File: src/rtl/riscv_pkg.sv
// RV32I field packing shared by the instruction encoder and its bench.
// Format codes, common opcodes and the word-encode function.
package riscv_pkg;

  localparam logic [2:0] FMT_I = 3'd0;
  localparam logic [2:0] FMT_S = 3'd1;
  localparam logic [2:0] FMT_B = 3'd2;
  localparam logic [2:0] FMT_U = 3'd3;
  localparam logic [2:0] FMT_J = 3'd4;
  localparam logic [2:0] FMT_R = 3'd5;

  localparam logic [6:0] OP_LOAD   = 7'h03;
  localparam logic [6:0] OP_IMM    = 7'h13;
  localparam logic [6:0] OP_AUIPC  = 7'h17;
  localparam logic [6:0] OP_STORE  = 7'h23;
  localparam logic [6:0] OP_REG    = 7'h33;
  localparam logic [6:0] OP_LUI    = 7'h37;
  localparam logic [6:0] OP_BRANCH = 7'h63;
  localparam logic [6:0] OP_JALR   = 7'h67;
  localparam logic [6:0] OP_JAL    = 7'h6F;

  typedef struct packed {
    logic        err;
    logic [31:0] inst;
  } enc_t;

  // A slice is a valid sign extension when its AND equals its OR.
  function automatic enc_t encode(
    input logic [2:0]  fmt,
    input logic [6:0]  op,
    input logic [2:0]  f3,
    input logic [6:0]  f7,
    input logic [4:0]  rd,
    input logic [4:0]  rs1,
    input logic [4:0]  rs2,
    input logic [31:0] imm
  );
    enc_t r;
    r.err  = 1'b0;
    r.inst = '0;
    unique case (1'b1)
      (fmt == FMT_I): begin
        r.inst = {imm[11:0], rs1, f3, rd, op};
        r.err  = (&imm[31:11]) != (|imm[31:11]);
      end
      (fmt == FMT_S): begin
        r.inst = {imm[11:5], rs2, rs1, f3, imm[4:0], op};
        r.err  = (&imm[31:11]) != (|imm[31:11]);
      end
      (fmt == FMT_B): begin
        r.inst = {imm[12], imm[10:5], rs2, rs1, f3,
                  imm[4:1], imm[11], op};
        r.err  = ((&imm[31:12]) != (|imm[31:12])) || imm[0];
      end
      (fmt == FMT_U): begin
        r.inst = {imm[31:12], rd, op};
        r.err  = |imm[11:0];
      end
      (fmt == FMT_J): begin
        r.inst = {imm[20], imm[10:1], imm[11],
                  imm[19:12], rd, op};
        r.err  = ((&imm[31:20]) != (|imm[31:20])) || imm[0];
      end
      (fmt == FMT_R): begin
        r.inst = {f7, rs2, rs1, f3, rd, op};
        r.err  = 1'b0;
      end
      default: begin
        r.inst = '0;
        r.err  = 1'b1;
      end
    endcase
    return r;
  endfunction

endpackage

File: src/rtl/sync_fifo.sv
// Small synchronous FIFO with valid/ready on both sides.
// Output data reads as zero while empty.
module sync_fifo #(
  parameter int DEPTH = 2,
  parameter int WIDTH = 8
) (
  input  logic             clk,
  input  logic             rst_n,
  input  logic             in_valid,
  output logic             in_ready,
  input  logic [WIDTH-1:0] in_data,
  output logic             out_valid,
  input  logic             out_ready,
  output logic [WIDTH-1:0] out_data
);

  localparam int AW = (DEPTH > 1) ? $clog2(DEPTH) : 1;
  localparam int CW = AW + 1;

  logic [WIDTH-1:0] mem [DEPTH];
  logic [AW-1:0]    wptr;
  logic [AW-1:0]    rptr;
  logic [CW-1:0]    count;
  logic             push;
  logic             pop;

  assign in_ready  = (count != CW'(DEPTH));
  assign out_valid = (count != '0);
  assign push      = in_valid && in_ready;
  assign pop       = out_valid && out_ready;
  assign out_data  = out_valid ? mem[rptr] : '0;

  always_ff @(posedge clk or negedge rst_n) begin
    if (!rst_n) begin
      wptr  <= '0;
      rptr  <= '0;
      count <= '0;
    end else begin
      if (push) wptr <= wptr + 1'b1;
      if (pop)  rptr <= rptr + 1'b1;
      if (push && !pop)      count <= count + 1'b1;
      else if (pop && !push) count <= count - 1'b1;
    end
  end

  // Storage needs no reset: contents are masked until written.
  always_ff @(posedge clk) begin
    if (push) mem[wptr] <= in_data;
  end

endmodule

File: src/rtl/inst_encoder.sv
// Packs RV32I fields into instruction words tagged with IMEM addresses,
// flags bad immediates and queues results for the boot loader.
module inst_encoder
  import riscv_pkg::*;
#(
  parameter int DEPTH  = 2,
  parameter int ADDR_W = 32
) (
  input  logic              clk,
  input  logic              rst_n,
  input  logic              in_valid,
  output logic              in_ready,
  input  logic [2:0]        in_fmt,
  input  logic [6:0]        in_opcode,
  input  logic [2:0]        in_funct3,
  input  logic [6:0]        in_funct7,
  input  logic [4:0]        in_rd,
  input  logic [4:0]        in_rs1,
  input  logic [4:0]        in_rs2,
  input  logic [31:0]       in_imm,
  input  logic              addr_load,
  input  logic [ADDR_W-1:0] addr_base,
  output logic              out_valid,
  input  logic              out_ready,
  output logic [31:0]       out_inst,
  output logic [ADDR_W-1:0] out_addr,
  output logic              out_err,
  output logic [7:0]        err_cnt
);

  localparam int WIDTH = 32 + ADDR_W + 1;

  enc_t              enc;
  logic              accept;
  logic [ADDR_W-1:0] addr_q;
  logic [ADDR_W-1:0] push_addr;
  logic [WIDTH-1:0]  head;

  assign enc = encode(in_fmt, in_opcode, in_funct3, in_funct7,
                      in_rd, in_rs1, in_rs2, in_imm);

  assign accept    = in_valid && in_ready;
  assign push_addr = addr_load ? addr_base : addr_q;

  // A load coinciding with an accept hands the base to that word.
  always_ff @(posedge clk or negedge rst_n) begin
    if (!rst_n) begin
      addr_q <= '0;
    end else if (accept) begin
      addr_q <= push_addr + ADDR_W'(4);
    end else begin
      addr_q <= push_addr;
    end
  end

  always_ff @(posedge clk or negedge rst_n) begin
    if (!rst_n) begin
      err_cnt <= '0;
    end else if (accept && enc.err && (err_cnt != 8'hFF)) begin
      err_cnt <= err_cnt + 8'd1;
    end
  end

  sync_fifo #(
    .DEPTH (DEPTH),
    .WIDTH (WIDTH)
  ) u_fifo (
    .clk       (clk),
    .rst_n     (rst_n),
    .in_valid  (in_valid),
    .in_ready  (in_ready),
    .in_data   ({enc.inst, push_addr, enc.err}),
    .out_valid (out_valid),
    .out_ready (out_ready),
    .out_data  (head)
  );

  assign {out_inst, out_addr, out_err} = head;

endmodule

File: config.mk
export PLATFORM = sky130hd
export DESIGN_NAME = inst_encoder
export DESIGN_NICKNAME = d
export VERILOG_FILES = /design/src/rtl/riscv_pkg.sv /design/src/rtl/sync_fifo.sv /design/src/rtl/inst_encoder.sv
export SDC_FILE = /design/constraint.sdc
export NUM_CORES = 1
export LEC_CHECK = 0
export CAP_MARGIN = 30
export CORE_ASPECT_RATIO = 0.7
export CORE_MARGIN = 4
export CORE_UTILIZATION = 40
export DETAILED_ROUTE_END_ITERATION = 10
export PLACE_DENSITY = 0.65
export REMOVE_ABC_BUFFERS = 1
export SLEW_MARGIN = 20
export SYNTH_ARGS = -nofsm -noshare
export SYNTH_HDL_FRONTEND = slang
export SYNTH_HIERARCHICAL = 1
export SYNTH_SLANG_ARGS = --single-unit
File: constraint.sdc
create_clock -name clk -period 8.3 [get_ports clk]
set_clock_uncertainty 0.2 [all_clocks]
set_input_delay 1.66 -clock clk [delete_from_list [all_inputs] [get_ports clk]]
set_output_delay 1.66 -clock clk [all_outputs]
set_load 0.005 [all_outputs]
==> out/qor.csv, run 1 <==
metric,value,unit
crit path DAT,2.89,ns
Max Cap Viol,0,
WL per Instance,18.55,um
Worst VDD drop,0.1721,mV
fmax,210.3,MHz
post-synthesis compound-gate area fraction,6.867,%
syn avg cell area,12.69,sq um
DIE HEIGHT,128.7,um
Yosys top cell by area,edfxtp_1,
Syn Inst Count,656,
WP data required,6.44,ns
initial core utilization,41.38,%
vias per cell,5.287,
Post-synth EDFFs,130,
global route total overflow,0,
min Tclk post-route,4.754,ns
TritonCTS buffer count,17,
post-synthesis mux area share,12.74,%
critical path class,flop to output pin,
"Top FF cell, synth",edfxtp_1,
Worst Max-Slew Pin Slew,0.7835,ns
Nets,935,
DR DRC count,0,
R2R Setup Slk,5.59,ns
asr flop ratio synth,25.29,%
WP buf/inv,2,
LEAKAGE,0.004121,uW
final setup TNS,0,ns
core region area,0.02012,sq mm
initial antenna violation count,0,
largest family of logic cells by synthesized area,multiplexers,
Slew headroom,47.45,%
post-cts resize count,0,
DRT iter0 DRCs,440,
GRT Total Usage,17.72,%
post-synth top area share,46.88,%
YS warnings,6,
PnR worst setup slack,3.546,ns
first-pass GRT wire length,32330,um
Post-Synth Adder-Cell Area,0.4508,%
CTS tree,done,
largest net degree at the start of global routing,66,
total wire length,20610,um
RePlAce Congestion,0.9896,
clk sinks,174,
Placement Setup Slack,3.155,ns
"top cells by area, synth","edfxtp_1 47%, dfrtp_1 13%, mux2i_1 9.9%, nor2_1 4.7%, a221oi_1 2.7%",
Crit path largest cell delay,0.72,ns
Cells after DPL,1076,
post-synthesis xor/xnor area fraction,4.102,%
iteration count of the initial detailed-routing pass,6,
"area fraction in and, or, nand and nor cells after synthesis",11.57,%
Die Area,0.02323,sq mm
H-tree levels,4,
"Cell Area, Synth",0.008327,sq mm
Synth top cells by count,"130 x edfxtp_1, 105 x nor2_1, 82 x mux2i_1",
postcts setup bufs,0,
met3 routed WL,1032,um
DIE WIDTH,180.5,um
status,"finished, final reports clean",
Finished Core Util,54.19,%
Area Growth Syn to Fin,30.95,%
vias in the first global route,5987,
crit share post-route,57.28,%
met2 wire length,9470,um
CTS Buffer Depth,2,
Final Hold Fails,0,
post-synthesis sequential area ratio,60.11,%
"count leader, synth",edfxtp_1,
num rows,43,
Netlist cell types,56,
Crit. End Element,output pin,
diodes inserted,0,
kind of cell adding the most delay to the critical path,buffers and inverters,
layout cells sized above 1,9.275,%
IO Pins,179,
total chip power,3287,uW
PwrDens,301.4,mW/mm^2
RSZ-0062 raised after global routing,false,
Antenna Violating Nets Remaining,0,
final setup violation count,0,
register bit total from synthesis,174,
CP max stage cell,dfrtp_4,
Post-CTS Hold Fix Bufs,0,
Post-DP HPWL,14450,um
uppermost routed layer,met4,
M1 WL,9844,um
Slew Limit Fails,0,
Worst Path Max Fanout,44,
clock-pin slew on the worst setup and hold paths,0.07,ns
IO buf count,178,
Final Non-Filler Cells,1111,
CP cell instances,"buf_4, mux2i_1, nor2_1, clkdlybuf4s50_1",
Fillers,1690,
Root Buffer,clkbuf_16,
hold crit path type,flop to flop,
"Clk Latency, worst-skew pair",0.42,ns
vias post-DR,5874,
crit start category,flop,
-- worst paths after layout --
check                      cells past startpoint             from            to
setup / recovery                               4      u_fifo/rptr  out_inst[24]
hold / removal                                 1       err_cnt[6]    err_cnt[6]
setup reg to reg                               7  u_fifo/count[0]    addr_q[21]
hold reg to reg                                1       err_cnt[6]    err_cnt[6]
max in group asynchronous                      2            rst_n    addr_q[31]
min in group asynchronous                      1            rst_n    err_cnt[4]
-- routing by layer --
layer | vias up | track usage [%]
li1 | 2764 | -
met1 | 2891 | 24.86
met2 | 191 | 28.13
met3 | 28 | 3.815
met4 | 0 | 5.200
met5 | - | 0
-- power breakdown --
group,switching (uW),internal (uW)
sequential,105,1180
combinational,571,642
clock,361,430
-- metrics by stage --
stage | hold slack, ns | cell area [sq um]
4_1_cts | 0.3149 | 10830
3_5_place_dp | 0.2978 | 10240
2_1_floorplan | 0.2608 | 8051
5_1_grt | 0.3301 | 10900
6_report | 0.3111 | 10900
3_3_place_gp | 0.2847 | 10220
-- cell type report --
class | instances | area (sq um) | area share, %
Clock buffer | 17 | 425.4 | 3.901
Clock inverter | 15 | 170.2 | 1.561
Inverter | 19 | 71.32 | 0.6540
Multi-Input combinational cell | 429 | 2992 | 27.44
Sequential cell | 174 | 5009 | 45.93
Tap cell | 270 | 337.8 | 3.098
Timing Repair Buffer | 187 | 1899 | 17.42
-- cells in the final DEF, fill, tap and decap left out, drive strengths merged, types with 3 or more instances in the layout --
master,synthesis,layout
nand4,10,10
nor2b,4,4
o21ai,12,12
xnor2,25,25
and2,11,11
nor2,107,107
nand3b,3,3
buf,21,11
a211oi,4,4
ha,3,3
a221oi,27,27
mux2i,82,82
nor4,7,7
mux2,21,21
clkdlybuf4s50,0,176
nand3,11,11
xor2,14,14
o22ai,7,7
a21oi,15,15
nand2,28,28
inv,17,25
nor3,9,9
clkbuf,13,17
edfxtp,130,130
clkinv,2,7
dfrtp,44,44
and4,3,3
and3,4,4
-- flip-flops by register name, summed over array words and instances (netlist names) --
name          count
u_fifo/count      2
err_cnt           8
u_fifo/mem      130
u_fifo/wptr       1
addr_q           32
u_fifo/rptr       1
-- kinds of logic (layout without fill, tap and decap cells) --
| kind of cell | Yosys count | after routing |
|---|---|---|
| muxes | 103 | 103 |
| buffers and inverters | 53 | 238 |
| DFF | 174 | 174 |
| adders and majority gates | 3 | 3 |
| and+or+nand+nor | 206 | 206 |
| xor gates and xnor gates | 39 | 39 |
| AOI/OAI and AO/OA | 78 | 78 |
No activity file was read; power rests on OpenSTA's default activity.
==> inputs of run 2 (changes only) <==
PLACE_DENSITY = 0.68   (was 0.65)
clock period = 3.81 ns   (was 8.3 ns; I/O delays follow)
==> run 2 against run 1 <==
Clock-buffer cell count unchanged. Via count down 1.9%. Critical path depth unchanged. Combinational power up 120%. Flip-flop and latch count unchanged. Sequential share of layout area down 0.58 points. Non-clock buffer count up 13. Setup slack worse by 3.1 ns. Critical endpoint is now out_err. Largest cell class unchanged. Largest power group unchanged.
==> out/qor.csv, run 2 (synthesis gave the netlist of run 1 again) <==
metric,value,unit
M3 GR Usage,3.871,%
crit path DAT,2.36,ns
Nets,948,
Worst VDD drop,0.3706,mV
vias in the first global route,5679,
core region area,0.02012,sq mm
TritonCTS buffer count,17,
min Tclk post-route,3.320,ns
LEAKAGE,0.004198,uW
WP data required,2.85,ns
CP cell instances,"buf_4, mux2i_1, nor2_1, clkdlybuf4s50_1",
DR DRC count,0,
DRT iter0 DRCs,413,
Root Buffer,clkbuf_16,
met1 Use GR,25.94,%
Cells after DPL,1090,
status,"finished, final reports clean",
Placement Setup Slack,0.4325,ns
reg-to-reg startpoint,u_fifo/count[0],
postcts setup bufs,0,
H-tree levels,4,
iteration count of the initial detailed-routing pass,4,
Slew Limit Fails,0,
"commonest non-fill, non-tap cell in the layout",clkdlybuf4s50_1,
IO buf count,178,
initial core utilization,41.38,%
"Clk Latency, worst-skew pair",0.43,ns
Biggest register,u_fifo/mem,
fmax,301.2,MHz
Slew headroom,68.13,%
PnR worst setup slack,0.4898,ns
GRT Total Usage,17.69,%
max FFs per register,130,
final setup violation count,0,
GRT Max-Usage Layer,met2,
global route total overflow,0,
layout cells sized above 1,10.42,%
DIE HEIGHT,128.7,um
Final Non-Filler Cells,1124,
RSZ-0062 raised after global routing,false,
clock-pin slew on the worst setup and hold paths,0.07,ns
vias post-DR,5763,
final setup TNS,0,ns
Crit path largest cell delay,0.74,ns
most frequent cells in the layout,"176 x clkdlybuf4s50_1, 130 x edfxtp_1, 104 x nor2_1",
Critical path origin,u_fifo/rptr,
DIE WIDTH,180.5,um
Worst Max-Slew Pin Slew,0.4648,ns
hold crit path type,flop to flop,
critical path class,flop to output pin,
CP max stage cell,dfrtp_4,
Crit. End Element,output pin,
Post-Place Cell Area,0.01038,sq mm
total wire length,20330,um
Antenna Violating Nets Remaining,0,
WL per Instance,18.09,um
min-delay src,err_cnt[5],
largest net degree at the start of global routing,66,
IO Pins,179,
Die Area,0.02323,sq mm
vias per cell,5.127,
largest registers,"u_fifo/mem x130, addr_q x32, err_cnt x8",
WP buf/inv,2,
Finished Core Util,54.88,%
diodes inserted,0,
Area Growth Syn to Fin,32.62,%
PwrDens,656.4,mW/mm^2
CTS Buffer Depth,2,
kind of cell adding the most delay to the critical path,buffers and inverters,
Final Hold Fails,0,
crit start category,flop,
crit share post-route,87.14,%
Max Cap Viol,0,
R2R Setup Slk,1.26,ns
initial antenna violation count,0,
CTS tree,done,
fin area,0.01104,sq mm
met2 Use GR,26.83,%
num rows,43,
Post-DP HPWL,14480,um
first-pass GRT wire length,31930,um
clk sinks,174,
RePlAce Congestion,0.9377,
Worst Path Max Fanout,24,
post-cts resize count,0,
Post-CTS Hold Fix Bufs,0,
-- run 2: changes by cell type in the layout (fill, tap and decap cells not counted), sizes merged --
cell and delta:
buf +12, dlygate4sd3 +1
-- run 2: cell type report --
type | count | area, sq um
Fill cell | 1717 | 9079
Multi-Input combinational cell | 429 | 2989
Clock inverter | 15 | 209.0
Timing Repair Buffer | 200 | 2002
Inverter | 19 | 71.32
Tap cell | 270 | 337.8
Sequential cell | 174 | 5009
Clock buffer | 17 | 425.4
-- run 2: stage by stage --
step	power (uW)	hold WS [ns]
after floorplan	4038	0.2608
after global placement	5504	0.2830
after detailed placement	5528	0.2820
after CTS	7360	0.2663
after global routing	7659	0.3269
final	7249	0.2979
-- run 2: path summary, 6_finish.rpt --
check	endpoint	depth (start not counted)
hold reg to reg	err_cnt[5]	1
hold / removal	err_cnt[5]	1
max in group asynchronous	addr_q[31]	3
min in group asynchronous	u_fifo/count[1]	2
setup reg to reg	addr_q[27]	8
setup / recovery	out_err	4
-- run 2: metal layers --
layer  share of wire [%]  up-vias
li1                    -     2802
met3                 4.8       23
met5                   0        -
met2                  45      159
met4                 1.6        0
met1                  48     2779
-- run 2: power by group --
group | switching [uW] | total [uW] | internal (uW) | leakage [uW]
registers | 225 | 2790 | 2570 | 0.00174
logic | 1230 | 2650 | 1430 | 0.00216
clock network | 843 | 1810 | 962 | 0.000305
total | 2290 | 7250 | 4950 | 0.00420
==> inputs of run 3 (changes only) <==
PLACE_DENSITY = 0.65   (was 0.68)
clock period = 3.95 ns   (was 3.81 ns; I/O delays follow)
==> run 3 against run 2 <==
Sequential share of layout area grew 0.37 points. Worst hold slack lost 0.22 ns. Setup slack lost 0.0032 ns. Critical path depth is the same. Largest power group unchanged. Wire length grew 5.5%. Highest routed layer unchanged.
==> out/qor.csv, run 3 (synthesis gave the netlist of run 1 again) <==
metric,value,unit
status,"finished, final reports clean",
num rows,43,
largest registers,"u_fifo/mem x130, addr_q x32, err_cnt x8",
fmax,288.7,MHz
CTS Buffer Depth,2,
Worst Max-Slew Pin Slew,0.7592,ns
Post-DP HPWL,15230,um
Max Cap Viol,0,
fin area,0.01095,sq mm
Slew headroom,49.33,%
WL per Instance,19.15,um
Area Growth Syn to Fin,31.54,%
PwrDens,629.9,mW/mm^2
LEAKAGE,0.004151,uW
final setup TNS,0,ns
critical path class,flop to output pin,
diodes inserted,0,
Slew Limit Fails,0,
Final Hold Fails,0,
DIE WIDTH,180.5,um
R2R Setup Slk,1.46,ns
DIE HEIGHT,128.7,um
first-pass GRT wire length,33240,um
Nets,944,
vias post-DR,5867,
"commonest non-fill, non-tap cell in the layout",clkdlybuf4s50_1,
"Clk Latency, worst-skew pair",0.43,ns
total chip power,6900,uW
crit start category,flop,
WP data required,2.96,ns
largest net degree at the start of global routing,66,
initial antenna violation count,0,
Finished Core Util,54.43,%
vias in the first global route,5943,
clk sinks,174,
TritonCTS buffer count,17,
global route total overflow,0,
CTS tree,done,
DRT iter0 DRCs,415,
postcts setup bufs,0,
Die Area,0.02323,sq mm
clock-pin slew on the worst setup and hold paths,0.07,ns
Post-Place Cell Area,0.01038,sq mm
Root Buffer,clkbuf_16,
GRT Total Usage,18.36,%
Biggest register,u_fifo/mem,
core region area,0.02012,sq mm
RSZ-0062 raised after global routing,false,
layout cells sized above 1,10.00,%
iteration count of the initial detailed-routing pass,5,
IO buf count,178,
Worst Path Max Fanout,34,
Antenna Violating Nets Remaining,0,
crit share post-route,87.68,%
H-tree levels,4,
Post-CTS Hold Fix Bufs,0,
final setup violation count,0,
crit path DAT,2.47,ns
Worst VDD drop,0.4359,mV
max FFs per register,130,
Crit. End Element,output pin,
hold crit path type,primary input to async pin,
total wire length,21450,um
initial core utilization,41.38,%
RePlAce Congestion,0.9142,
post-cts resize count,0,
vias per cell,5.238,
most frequent cells in the layout,"176 x clkdlybuf4s50_1, 130 x edfxtp_1, 104 x nor2_1",
hold_ws,0.08290,ns
IO Pins,179,
DR DRC count,0,
min Tclk post-route,3.463,ns
run 3: cell types whose count changed in the layout (fill, tap and decap cells not counted), sizes merged:
cell,before,now
buf,23,20
dlygate4sd3,1,0
bufinv,1,0
clkbuf,17,18
clkinv,7,6
clkinvlp,1,2
run 3: metrics by stage:
stage / worst slack, ns / cells
global route: 0.4119 / 1120
floorplan: -0.3519 / 622
detailed placement: 0.5261 / 1088
global placement: 0.5051 / 1086
finish: 0.4866 / 1120
CTS: 0.4673 / 1120
run 3: area by class of cell:
class | count | area [sq um]
Inverter | 19 | 71.32
Clock buffer | 18 | 429.2
Tap cell | 270 | 337.8
Sequential cell | 174 | 5009
Fill cell | 1695 | 9169
Timing Repair Buffer | 196 | 1969
Clock inverter | 14 | 147.6
Multi-Input combinational cell | 429 | 2989
run 3: where the power goes:
| group | leakage [uW] | internal, uW | switching (uW) |
|---|---|---|---|
| clock | 0.000277 | 844 | 766 |
| sequential | 0.00174 | 2480 | 255 |
| combinational | 0.00214 | 1370 | 1190 |
| total | 0.00415 | 4690 | 2210 |
run 3: metal layers:
layer / vias to the layer above / GRT usage, % / wire length, um
met4: 0 / 5.467 / 340
li1: 2785 / - / -
met1: 2848 / 26.38 / 10290
met5: - / 0 / 0
met3: 20 / 3.702 / 1136
met2: 214 / 28.53 / 9686
run 3: critical path, stage by stage (launching register included):
cell and delay, ns:
dfrtp_4 0.86, buf_4 0.35, mux2i_1 0.10, nor2_1 0.15, clkdlybuf4s50_1 0.54
run 3: path summary, 6_finish.rpt:
kind,start,to,cells past startpoint
setup / recovery,u_fifo/rptr,out_inst[8],4
hold / removal,rst_n,u_fifo/count[0],1
setup reg to reg,u_fifo/count[0],addr_q[21],8
hold reg to reg,err_cnt[5],err_cnt[5],1
max in group asynchronous,rst_n,addr_q[31],2
min in group clk,err_cnt[5],err_cnt[5],1
